<file path="src/rtl/apb_rr_master.sv">
// Round-robin APB master: arbitrates NUM_REQ requesters onto one APB bus and
// runs each transfer through SETUP/ACCESS with wait states, PSLVERR and a stall timeout.
module apb_rr_master #(
    parameter int NUM_REQ    = 4,
    parameter int ADDR_WIDTH = 32,
    parameter int DATA_WIDTH = 32,
    parameter int TIMEOUT    = 16,
    localparam int ID_W      = (NUM_REQ > 1) ? $clog2(NUM_REQ) : 1,
    localparam int CNT_W     = (TIMEOUT > 0) ? $clog2(TIMEOUT + 1) : 1
) (
    input  logic                             PCLK,
    input  logic                             PRESETn,
    input  logic [NUM_REQ-1:0]               req_valid,
    input  logic [NUM_REQ-1:0]               req_write,
    input  logic [NUM_REQ*ADDR_WIDTH-1:0]    req_addr,
    input  logic [NUM_REQ*DATA_WIDTH-1:0]    req_wdata,
    output logic [NUM_REQ-1:0]               req_ready,
    output logic                             rsp_valid,
    output logic [ID_W-1:0]                  rsp_id,
    output logic [DATA_WIDTH-1:0]            rsp_rdata,
    output logic                             rsp_err,
    output logic                             rsp_timeout,
    output logic                             PSEL,
    output logic                             PENABLE,
    output logic                             PWRITE,
    output logic [ADDR_WIDTH-1:0]            PADDR,
    output logic [DATA_WIDTH-1:0]            PWDATA,
    input  logic [DATA_WIDTH-1:0]            PRDATA,
    input  logic                             PREADY,
    input  logic                             PSLVERR
);

    typedef enum logic [1:0] {
        ST_IDLE   = 2'd0,
        ST_SETUP  = 2'd1,
        ST_ACCESS = 2'd2
    } state_t;

    state_t                  state_r;
    logic [ID_W-1:0]         last_grant_r;
    logic [CNT_W-1:0]        tmo_cnt_r;
    logic                    psel_r;
    logic                    penable_r;
    logic                    pwrite_r;
    logic [ADDR_WIDTH-1:0]   paddr_r;
    logic [DATA_WIDTH-1:0]   pwdata_r;
    logic                    rsp_valid_r;
    logic [ID_W-1:0]         rsp_id_r;
    logic [DATA_WIDTH-1:0]   rsp_rdata_r;
    logic                    rsp_err_r;
    logic                    rsp_timeout_r;

    logic                    grant_found_s;
    logic [ID_W-1:0]         grant_idx_s;
    logic [ID_W-1:0]         cand_idx_s;
    logic [NUM_REQ-1:0]      req_ready_s;
    logic                    timeout_hit_s;
    logic                    sel_write_s;
    logic [ADDR_WIDTH-1:0]   sel_addr_s;
    logic [DATA_WIDTH-1:0]   sel_wdata_s;

    // Round-robin search: first valid requester strictly after last_grant, wrapping.
    always_comb begin
        grant_found_s = 1'b0;
        grant_idx_s   = '0;
        cand_idx_s    = '0;
        for (int k = 1; k <= NUM_REQ; k++) begin
            cand_idx_s    = ID_W'((int'(last_grant_r) + k) % NUM_REQ);
            grant_idx_s   = (!grant_found_s && req_valid[cand_idx_s]) ? cand_idx_s : grant_idx_s;
            grant_found_s = grant_found_s | req_valid[cand_idx_s];
        end
    end

    // One-hot accept, only ever offered while idle.
    always_comb begin
        req_ready_s = '0;
        if ((state_r == ST_IDLE) && grant_found_s) begin
            req_ready_s[grant_idx_s] = 1'b1;
        end else begin
            req_ready_s = '0;
        end
    end

    // Mux the winning requester's fields for latching into the APB registers.
    always_comb begin
        sel_write_s = req_write[grant_idx_s];
        sel_addr_s  = req_addr[grant_idx_s*ADDR_WIDTH +: ADDR_WIDTH];
        sel_wdata_s = req_wdata[grant_idx_s*DATA_WIDTH +: DATA_WIDTH];
    end

    // The stall that would make the count reach TIMEOUT triggers the abort.
    always_comb begin
        if (TIMEOUT != 0) begin
            timeout_hit_s = (tmo_cnt_r == CNT_W'(TIMEOUT - 1));
        end else begin
            timeout_hit_s = 1'b0;
        end
    end

    // Transfer sequencer with registered APB and response outputs.
    always_ff @(posedge PCLK or negedge PRESETn) begin
        if (!PRESETn) begin
            state_r       <= ST_IDLE;
            last_grant_r  <= ID_W'(NUM_REQ - 1);
            tmo_cnt_r     <= '0;
            psel_r        <= 1'b0;
            penable_r     <= 1'b0;
            pwrite_r      <= 1'b0;
            paddr_r       <= '0;
            pwdata_r      <= '0;
            rsp_valid_r   <= 1'b0;
            rsp_id_r      <= '0;
            rsp_rdata_r   <= '0;
            rsp_err_r     <= 1'b0;
            rsp_timeout_r <= 1'b0;
        end else begin
            rsp_valid_r <= 1'b0;
            case (state_r)
                ST_IDLE: begin
                    tmo_cnt_r <= '0;
                    if (grant_found_s) begin
                        pwrite_r     <= sel_write_s;
                        paddr_r      <= sel_addr_s;
                        pwdata_r     <= sel_wdata_s;
                        last_grant_r <= grant_idx_s;
                        psel_r       <= 1'b1;
                        penable_r    <= 1'b0;
                        state_r      <= ST_SETUP;
                    end else begin
                        state_r      <= ST_IDLE;
                    end
                end
                ST_SETUP: begin
                    penable_r <= 1'b1;
                    state_r   <= ST_ACCESS;
                end
                ST_ACCESS: begin
                    if (PREADY) begin
                        psel_r        <= 1'b0;
                        penable_r     <= 1'b0;
                        rsp_valid_r   <= 1'b1;
                        rsp_id_r      <= last_grant_r;
                        rsp_err_r     <= PSLVERR;
                        rsp_timeout_r <= 1'b0;
                        rsp_rdata_r   <= pwrite_r ? '0 : PRDATA;
                        tmo_cnt_r     <= '0;
                        state_r       <= ST_IDLE;
                    end else if (timeout_hit_s) begin
                        psel_r        <= 1'b0;
                        penable_r     <= 1'b0;
                        rsp_valid_r   <= 1'b1;
                        rsp_id_r      <= last_grant_r;
                        rsp_err_r     <= 1'b1;
                        rsp_timeout_r <= 1'b1;
                        rsp_rdata_r   <= '0;
                        tmo_cnt_r     <= '0;
                        state_r       <= ST_IDLE;
                    end else begin
                        tmo_cnt_r     <= tmo_cnt_r + CNT_W'(1);
                    end
                end
                default: begin
                    psel_r    <= 1'b0;
                    penable_r <= 1'b0;
                    tmo_cnt_r <= '0;
                    state_r   <= ST_IDLE;
                end
            endcase
        end
    end

    assign req_ready   = req_ready_s;
    assign rsp_valid   = rsp_valid_r;
    assign rsp_id      = rsp_id_r;
    assign rsp_rdata   = rsp_rdata_r;
    assign rsp_err     = rsp_err_r;
    assign rsp_timeout = rsp_timeout_r;
    assign PSEL        = psel_r;
    assign PENABLE     = penable_r;
    assign PWRITE      = pwrite_r;
    assign PADDR       = paddr_r;
    assign PWDATA      = pwdata_r;

endmodule

</file>
<file path="config.mk">
export PLATFORM = sky130hd
export DESIGN_NAME = apb_rr_master
export DESIGN_NICKNAME = d
export VERILOG_FILES = /design/src/rtl/apb_rr_master.sv
export SDC_FILE = /design/constraint.sdc
export NUM_CORES = 1
export LEC_CHECK = 0
export ABC_CLOCK_PERIOD_IN_PS = 4400
export CELL_PAD_IN_SITES_DETAIL_PLACEMENT = 1
export CELL_PAD_IN_SITES_GLOBAL_PLACEMENT = 2
export CORE_ASPECT_RATIO = 0.9
export CORE_MARGIN = 3
export CORE_UTILIZATION = 22
export CTS_BUF_LIST = sky130_fd_sc_hd__clkbuf_16
export CTS_CLUSTER_SIZE = 14
export DETAILED_ROUTE_END_ITERATION = 10
export GPL_TIMING_DRIVEN = 0
export PLACE_DENSITY = 0.84
export REMOVE_ABC_BUFFERS = 1
export SYNTH_ARGS = -nofsm -noshare
export SYNTH_HDL_FRONTEND = slang
export SYNTH_SLANG_ARGS = --single-unit
</file>
<file path="constraint.sdc">
create_clock -name PCLK -period 4.4 [get_ports PCLK]
set_clock_uncertainty 0.1 [all_clocks]
set_input_delay 0.44 -clock PCLK [delete_from_list [all_inputs] [get_ports PCLK]]
set_output_delay 0.44 -clock PCLK [all_outputs]
set_load 0.02 [all_outputs]
</file>
== Word-level counts from Yosys, hierarchy flattened ==
Index checks and enable logic that the tools add are counted.

* Add/subtract/negate cells: 5
* Bitwise logic cells: 4
* Muxes and demuxes: 41
* Reduce and logical (&&, ||, !) cells: 14
* Shifts and indexed selects: 2
* $lt $le $gt $ge: 6
* Equal/unequal tests: 5

{| class="wikitable"
|+ Operators by type and width
! cell !! count
|-
| $shiftx A128 B8 Y32 || 2
|-
| $mux W32 || 3
|-
| $mux W1 || 17
|-
| $mux W2 || 8
|-
| $lt A2 B3 Y1 const B || 5
|-
| $bmux W1 S2 || 5
|-
| $mux W5 || 2
|-
| $pmux W5 S2 || 1
|-
| $pmux W1 S3 || 2
|-
| $pmux W2 S3 || 1
|-
| $reduce_and A2 Y1 || 3
|-
| $add A5 B1 Y5 const B || 1
|-
| $eq A5 B4 Y1 const B || 1
|-
| $logic_and A1 B1 Y1 || 5
|-
| $add A2 B1 Y2 const B || 2
|-
| $add A2 B2 Y2 const B || 2
|-
| $mux W4 || 1
|-
| $logic_not A1 Y1 || 3
|-
| $ne A3 B3 Y1 const B || 1
|-
| $or A1 B1 Y1 || 3
|-
| $reduce_and A3 Y1 || 1
|-
| $demux W1 S2 || 1
|-
| $eq A2 B1 Y1 const B || 1
|-
| $eq A2 B2 Y1 const B || 1
|-
| 5 further kinds || 5
|}

* Flip-flop bits (word level): 113
* Input port bits: 300
* Logic and storage cells: 90

== Longest topological paths before layout ==
* Depth in word-level cells: 13
* Gate-level depth with buffers: 9

== Worst setup path after synthesis ==
Ideal clock, no wire load.

* Kind: register to output
* Start point: register last_grant_r[1]
* End point: output port req_ready[2]
* Cell stages (with the launch flop): 8
* Arrival: 1.860 ns
* Path slack: 2.000 ns
* Buffers on the path: 3
* Path through: dfstp_2 buf_6 nand3b_1 a31o_2 nand2b_1 buf_2 buf_2 nor2_1

* Word-level cells in the longest chain between the ends: 13

{| class="wikitable"
|+ Ends and longest elaborated chain
! element !! RTL line !! source
|-
| start, declared || 40 || <nowiki>logic [ID_W-1:0] last_grant_r;</nowiki>
|-
| start signal, assigned || 104 || <nowiki>last_grant_r <= ID_W'(NUM_REQ - 1);</nowiki>
|-
| start signal, assigned || 125 || <nowiki>last_grant_r <= grant_idx_s;</nowiki>
|-
| $add A2 B1 Y2 or $add A2 B2 Y2 (tied branches) || 68 || <nowiki>cand_idx_s = ID_W'((int'(last_grant_r) + k) % NUM_REQ);</nowiki>
|-
| $bmux W1 S2 || 69, 70 ||
|-
| $mux W1 (implied by the code) || 69, 70 ||
|-
| $logic_not A1 Y1 or $or A1 B1 Y1 (tied branches) || 69, 70 ||
|-
| $logic_and A1 B1 Y1, or another cell as far along || 69 || <nowiki>grant_idx_s = (!grant_found_s && req_valid[cand_idx_s]) ? cand_idx_s : grant_idx_s;</nowiki>
|-
| $mux W2, or another cell as far along || 69 ||
|-
| $mux W2 or $logic_and A1 B1 Y1 (tied branches) || 69 ||
|-
| $mux W2 || 69 ||
|-
| $lt A2 B3 Y1 (implied by the code) or $ge A2 B1 Y1 (tied branches) || 78 || <nowiki>req_ready_s[grant_idx_s] = 1'b1;</nowiki>
|-
| $logic_and A1 B1 Y1 (implied by the code) || 78 ||
|-
| $mux W1 (implied by the code) || 78 ||
|-
| $demux W1 S2 || 78 ||
|-
| $mux W4 * || 77 || <nowiki>if ((state_r == ST_IDLE) && grant_found_s) begin</nowiki>
|-
| end, declared || 17 || <nowiki>output logic [NUM_REQ-1:0] req_ready,</nowiki>
|}

Mark *: on every way between the ends. The rest lies on a longest branch, timed or not. The select of a mux whose other input is x is not followed.

== Worst setup path in the final report ==
* Start point: input port req_valid[3]
* End point: output port req_ready[2]

* Word-level cells in the longest chain between the ends: 12

{| class="wikitable"
|+ Ends and longest elaborated chain
! element !! RTL line !! source
|-
| start, declared || 13 || <nowiki>input logic [NUM_REQ-1:0] req_valid,</nowiki>
|-
| $bmux W1 S2 || 69, 70 ||
|-
| $mux W1 (implied by the code) || 69, 70 ||
|-
| $logic_not A1 Y1 or $or A1 B1 Y1 (tied branches) || 69, 70 ||
|-
| $logic_and A1 B1 Y1, or another cell as far along || 69 ||
|-
| $mux W2, or another cell as far along || 69 ||
|-
| $mux W2 or $logic_and A1 B1 Y1 (tied branches) || 69 ||
|-
| $mux W2 || 69 ||
|-
| $lt A2 B3 Y1 (implied by the code) or $ge A2 B1 Y1 (tied branches) || 78 ||
|-
| $logic_and A1 B1 Y1 (implied by the code) || 78 ||
|-
| $mux W1 (implied by the code) || 78 ||
|-
| $demux W1 S2 || 78 ||
|-
| $mux W4 * || 77 ||
|}

Marked as above.

==> flow_results.xml <==
<?xml version="1.0" encoding="UTF-8"?>
<metrics>
  <group name="run_status">
    <metric name="outcome" unit="">complete, no violations</metric>
  </group>
  <group name="grt">
    <metric name="grt_pass1_vias" unit="">7199</metric>
    <metric name="total_congestion_overflow_after_global_routing" unit="">0</metric>
    <metric name="grt_first_pass_wirelength" unit="um">42800</metric>
    <metric name="grt_antenna_before_repair" unit="">0</metric>
    <metric name="global_route_usage_over_all_layers" unit="">0.167</metric>
    <metric name="grt_max_degree" unit="">73</metric>
  </group>
  <group name="timing">
    <metric name="maxSlewViolCount" unit="">0</metric>
    <metric name="final_hold_viol_count" unit="">0</metric>
    <metric name="timing.max_slew.rel_slack" unit="">0.376</metric>
    <metric name="layout_min_cycle_time" unit="ns">4.10</metric>
    <metric name="unrepaired_setup_endpoints_after_global_routing" unit="">false</metric>
    <metric name="fin_crit_sh" unit="">0.931</metric>
    <metric name="timing_worst_slew_pin_value" unit="ns">0.937</metric>
    <metric name="maxClockFrequency" unit="GHz">0.244</metric>
    <metric name="finalSetupViolations" unit="">0</metric>
    <metric name="finalSetupTns" unit="ns">0</metric>
  </group>
  <group name="setup_path">
    <metric name="path_max_fanout" unit="">36</metric>
    <metric name="cp.depth" unit="">6</metric>
    <metric name="arrival" unit="ns">3.56</metric>
    <metric name="timing.critical_path.mode_cell" unit="">sky130_fd_sc_hd__clkdlybuf4s50_1</metric>
    <metric name="crit-reg2reg-capture" unit="">PWDATA[11]</metric>
    <metric name="worst-setup-path-type" unit="">primary input to primary output</metric>
    <metric name="worstSetupEndpointType" unit="">primary output</metric>
    <metric name="path_buf_inv" unit="">2</metric>
    <metric name="cpMaxStageDelayCell" unit="">sky130_fd_sc_hd__clkdlybuf4s50_1</metric>
    <metric name="worst_ep_required_time" unit="ns">3.86</metric>
    <metric name="cp-endpoint" unit="">req_ready[2]</metric>
    <metric name="timing.critical_path.from" unit="">req_valid[3]</metric>
    <metric name="r2r_start" unit="">last_grant_r[1]</metric>
    <metric name="setup.worst_path.start_class" unit="">primary input</metric>
    <metric name="cp_top_family" unit="">buffers and inverters</metric>
    <metric name="r2r_cells" unit="">6</metric>
    <metric name="r2r_setup_slk" unit="ns">1.15</metric>
    <metric name="path_cells" unit="">clkdlybuf4s50_1 &gt; nand3b_1 &gt; a31o_4 &gt; nand2b_4 &gt; nor2_1 &gt; clkdlybuf4s50_1</metric>
    <metric name="worst_path_largest_cell_delay" unit="ns">0.66</metric>
  </group>
  <group name="routing">
    <metric name="drt_drc_violations_left" unit="">0</metric>
    <metric name="detail-route-antenna-nets" unit="">0</metric>
    <metric name="drt-vias-per-instance" unit="">4.65</metric>
    <metric name="dr.first_iter.drc_count" unit="">308</metric>
    <metric name="firstDrtPassIters" unit="">4</metric>
    <metric name="wl_per_cell" unit="um">19.9</metric>
    <metric name="vias_post_dr" unit="">6926</metric>
    <metric name="wl" unit="um">29600</metric>
  </group>
  <group name="clocking">
    <metric name="clock_latency" unit="ns">0.41</metric>
    <metric name="clock_path_buffers" unit="">2</metric>
    <metric name="cts.reportedPaths.clkPinSlew" unit="ns">0.06</metric>
    <metric name="cts_num_sinks" unit="">113</metric>
    <metric name="numCtsBuffers" unit="">17</metric>
    <metric name="cts.htree.levels" unit="">4</metric>
    <metric name="cts_setup_buffers" unit="">0</metric>
    <metric name="cts_tree" unit="">done</metric>
    <metric name="cts-root-buf" unit="">sky130_fd_sc_hd__clkbuf_16</metric>
  </group>
  <group name="place">
    <metric name="port_buffers" unit="">407</metric>
    <metric name="gp_congestion" unit="">0.760</metric>
    <metric name="hpwl" unit="um">21400</metric>
    <metric name="dp_cells" unit="">1457</metric>
    <metric name="detailed_place.area" unit="mm^2">0.0111</metric>
  </group>
  <group name="yosys">
    <metric name="synthDominantAreaCellType" unit="">sky130_fd_sc_hd__dfrtp_1</metric>
    <metric name="synth-edff-count" unit="">0</metric>
    <metric name="yosys_register_bits" unit="">113</metric>
    <metric name="cell_area_after_synthesis" unit="mm^2">0.00672</metric>
    <metric name="post_synthesis_cells" unit="">708</metric>
    <metric name="synth_sequential_area_ratio" unit="">0.421</metric>
    <metric name="synth_flop_cell" unit="">sky130_fd_sc_hd__dfrtp_1</metric>
    <metric name="netlist_top_cells_area" unit="">sky130_fd_sc_hd__dfrtp_1 (41%), sky130_fd_sc_hd__mux2i_1 (9.8%), sky130_fd_sc_hd__a211oi_1 (7.4%)</metric>
    <metric name="synthDominantCellAreaShare" unit="">0.413</metric>
    <metric name="post_synth.cell_area_avg" unit="um^2">9.50</metric>
    <metric name="yosys_warnings" unit="">0</metric>
    <metric name="number_of_distinct_library_cell_variants_in_the_gate_level_netlist_after_synthesis" unit="">39</metric>
    <metric name="synth_async_sr_flop_share" unit="">1.00</metric>
  </group>
  <group name="power">
    <metric name="irDropWorstVdd" unit="mV">0.303</metric>
    <metric name="power.density" unit="mW/mm^2">643</metric>
    <metric name="static-leakage-power" unit="nW">4.74</metric>
  </group>
  <group name="cells_and_area">
    <metric name="antenna_cells_inserted" unit="">0</metric>
    <metric name="areaGrowthSynthToFinish" unit="%">74.2</metric>
    <metric name="drive_above_1_share" unit="">0.0689</metric>
    <metric name="fin_nets" unit="">1376</metric>
    <metric name="finalInstanceArea" unit="mm^2">0.0117</metric>
    <metric name="filler_cell_count" unit="">3390</metric>
    <metric name="post-route-util" unit="">0.390</metric>
    <metric name="layout_commonest_cell" unit="">sky130_fd_sc_hd__clkdlybuf4s50_1</metric>
    <metric name="layout.cells.non_filler" unit="">1491</metric>
    <metric name="layout_common_cells" unit="">sky130_fd_sc_hd__clkdlybuf4s50_1 (406), sky130_fd_sc_hd__dfrtp_1 (111), sky130_fd_sc_hd__nand2_1 (74), sky130_fd_sc_hd__nand3_1 (67)</metric>
  </group>
  <group name="floorplanning">
    <metric name="die_area" unit="mm^2">0.0327</metric>
    <metric name="die_h" unit="um">172</metric>
    <metric name="initial_core_util" unit="">0.224</metric>
    <metric name="pin_count" unit="">408</metric>
    <metric name="core-area" unit="mm^2">0.0300</metric>
    <metric name="floorplan.die.width" unit="um">190</metric>
    <metric name="std_cell_rows" unit="">60</metric>
  </group>
  <group name="min_path">
    <metric name="min_path_type" unit="">flip-flop to flip-flop</metric>
  </group>
  <group name="job">
    <metric name="max-cap-violations" unit="">0</metric>
  </group>
</metrics>
## how the worst min path moves through the flow
stage	slack, ns	start	depth (start not counted)	to
5_1_grt	0.41	rsp_rdata[24]	2	rsp_rdata[24]
3_3_place_gp	0.36	rsp_rdata[9]	2	rsp_rdata[9]
3_5_place_dp	0.34	PRESETn	1	rsp_rdata[22]
4_1_cts	0.38	rsp_rdata[25]	2	rsp_rdata[25]
2_1_floorplan	0.04	PRESETn	0	PADDR[0]
6_report	0.38	rsp_rdata[1]	2	rsp_rdata[1]
## layer usage
layer,up-vias,GRT usage,routed length [um]
met5,-,0,0
met2,223,0.294,15200
met3,18,0.0452,1840
met4,0,0.0325,276
li1,3306,-,-
met1,3379,0.207,12300
## cells in the mapped netlist, drive strengths merged, types with 2 or more instances
cell type / n
a31oi: 33
mux2i: 66
a221o: 32
buf: 43
o21ai: 38
mux2: 34
nand3b: 2
nor2: 44
inv: 36
nand3: 68
a21o: 2
nor2b: 6
nand2b: 6
clkbuf: 26
dfstp: 2
nand2: 75
dfrtp: 111
a21oi: 5
a211oi: 66
xor2: 2
## worst min-delay path, cell delays in order (launching register included)
cell	delay (ns)
sky130_fd_sc_hd__dfrtp_1	0.34
sky130_fd_sc_hd__nand2_1	0.04
sky130_fd_sc_hd__o21ai_0	0.06
## layout make-up
| type | count | area [um^2] | area share |
|---|---|---|---|
| flip-flops and latches | 113 | 2830 | 0.242 |
| multi-input cells | 491 | 3390 | 0.290 |
| well taps | 403 | 504 | 0.0431 |
| clock buffers | 17 | 425 | 0.0363 |
| repair buffers | 416 | 4250 | 0.363 |
| clock inverters | 15 | 169 | 0.0144 |
| inverters | 36 | 138 | 0.0118 |
## where the power goes
part           switching, mW  internal, mW  leakage, nW  total (mW)
clock network          0.540         0.889        0.290        1.43
logic                   2.34          1.92         3.05        4.26
registers              0.303          1.54         1.40        1.85
## state kept, by name, summed over array words and instances, names as in the netlist
signal and flops:
PWRITE 1, rsp_rdata 32, rsp_valid 1, PWDATA 32
rsp_err 1, tmo_cnt_r 5, rsp_timeout 1, last_grant_r 2
PENABLE 1, state_r 2, PSEL 1, PADDR 32
rsp_id 2
## timing repair
action,CTS,global route
hold buffers,1,0
endpoints found under the setup margin,3,2
hold endpoints to repair,49,0
pin swaps,0,1
gates cloned,0,1
resized for setup,2,1
## per-stage QoR
stage	hold slack [ns]	power [mW]	setup WS, ns
2_1_floorplan	0.0444	4.14	-0.437
4_1_cts	0.383	7.63	0.106
5_1_grt	0.407	8.04	0.0371
3_3_place_gp	0.360	6.10	-3.03
6_report	0.378	7.53	0.302
3_5_place_dp	0.344	6.15	-0.135
## cells by family after synthesis
family	count (synthesis)	share of synthesized area
xor+xnor	2	0.00261
flops	113	0.421
mux	100	0.161
compound gates	181	0.192
simple gates	206	0.137
buf+inv	105	0.0847
fa+ha+maj	1	0.00186
No activity file was read; power rests on OpenSTA's default activity.
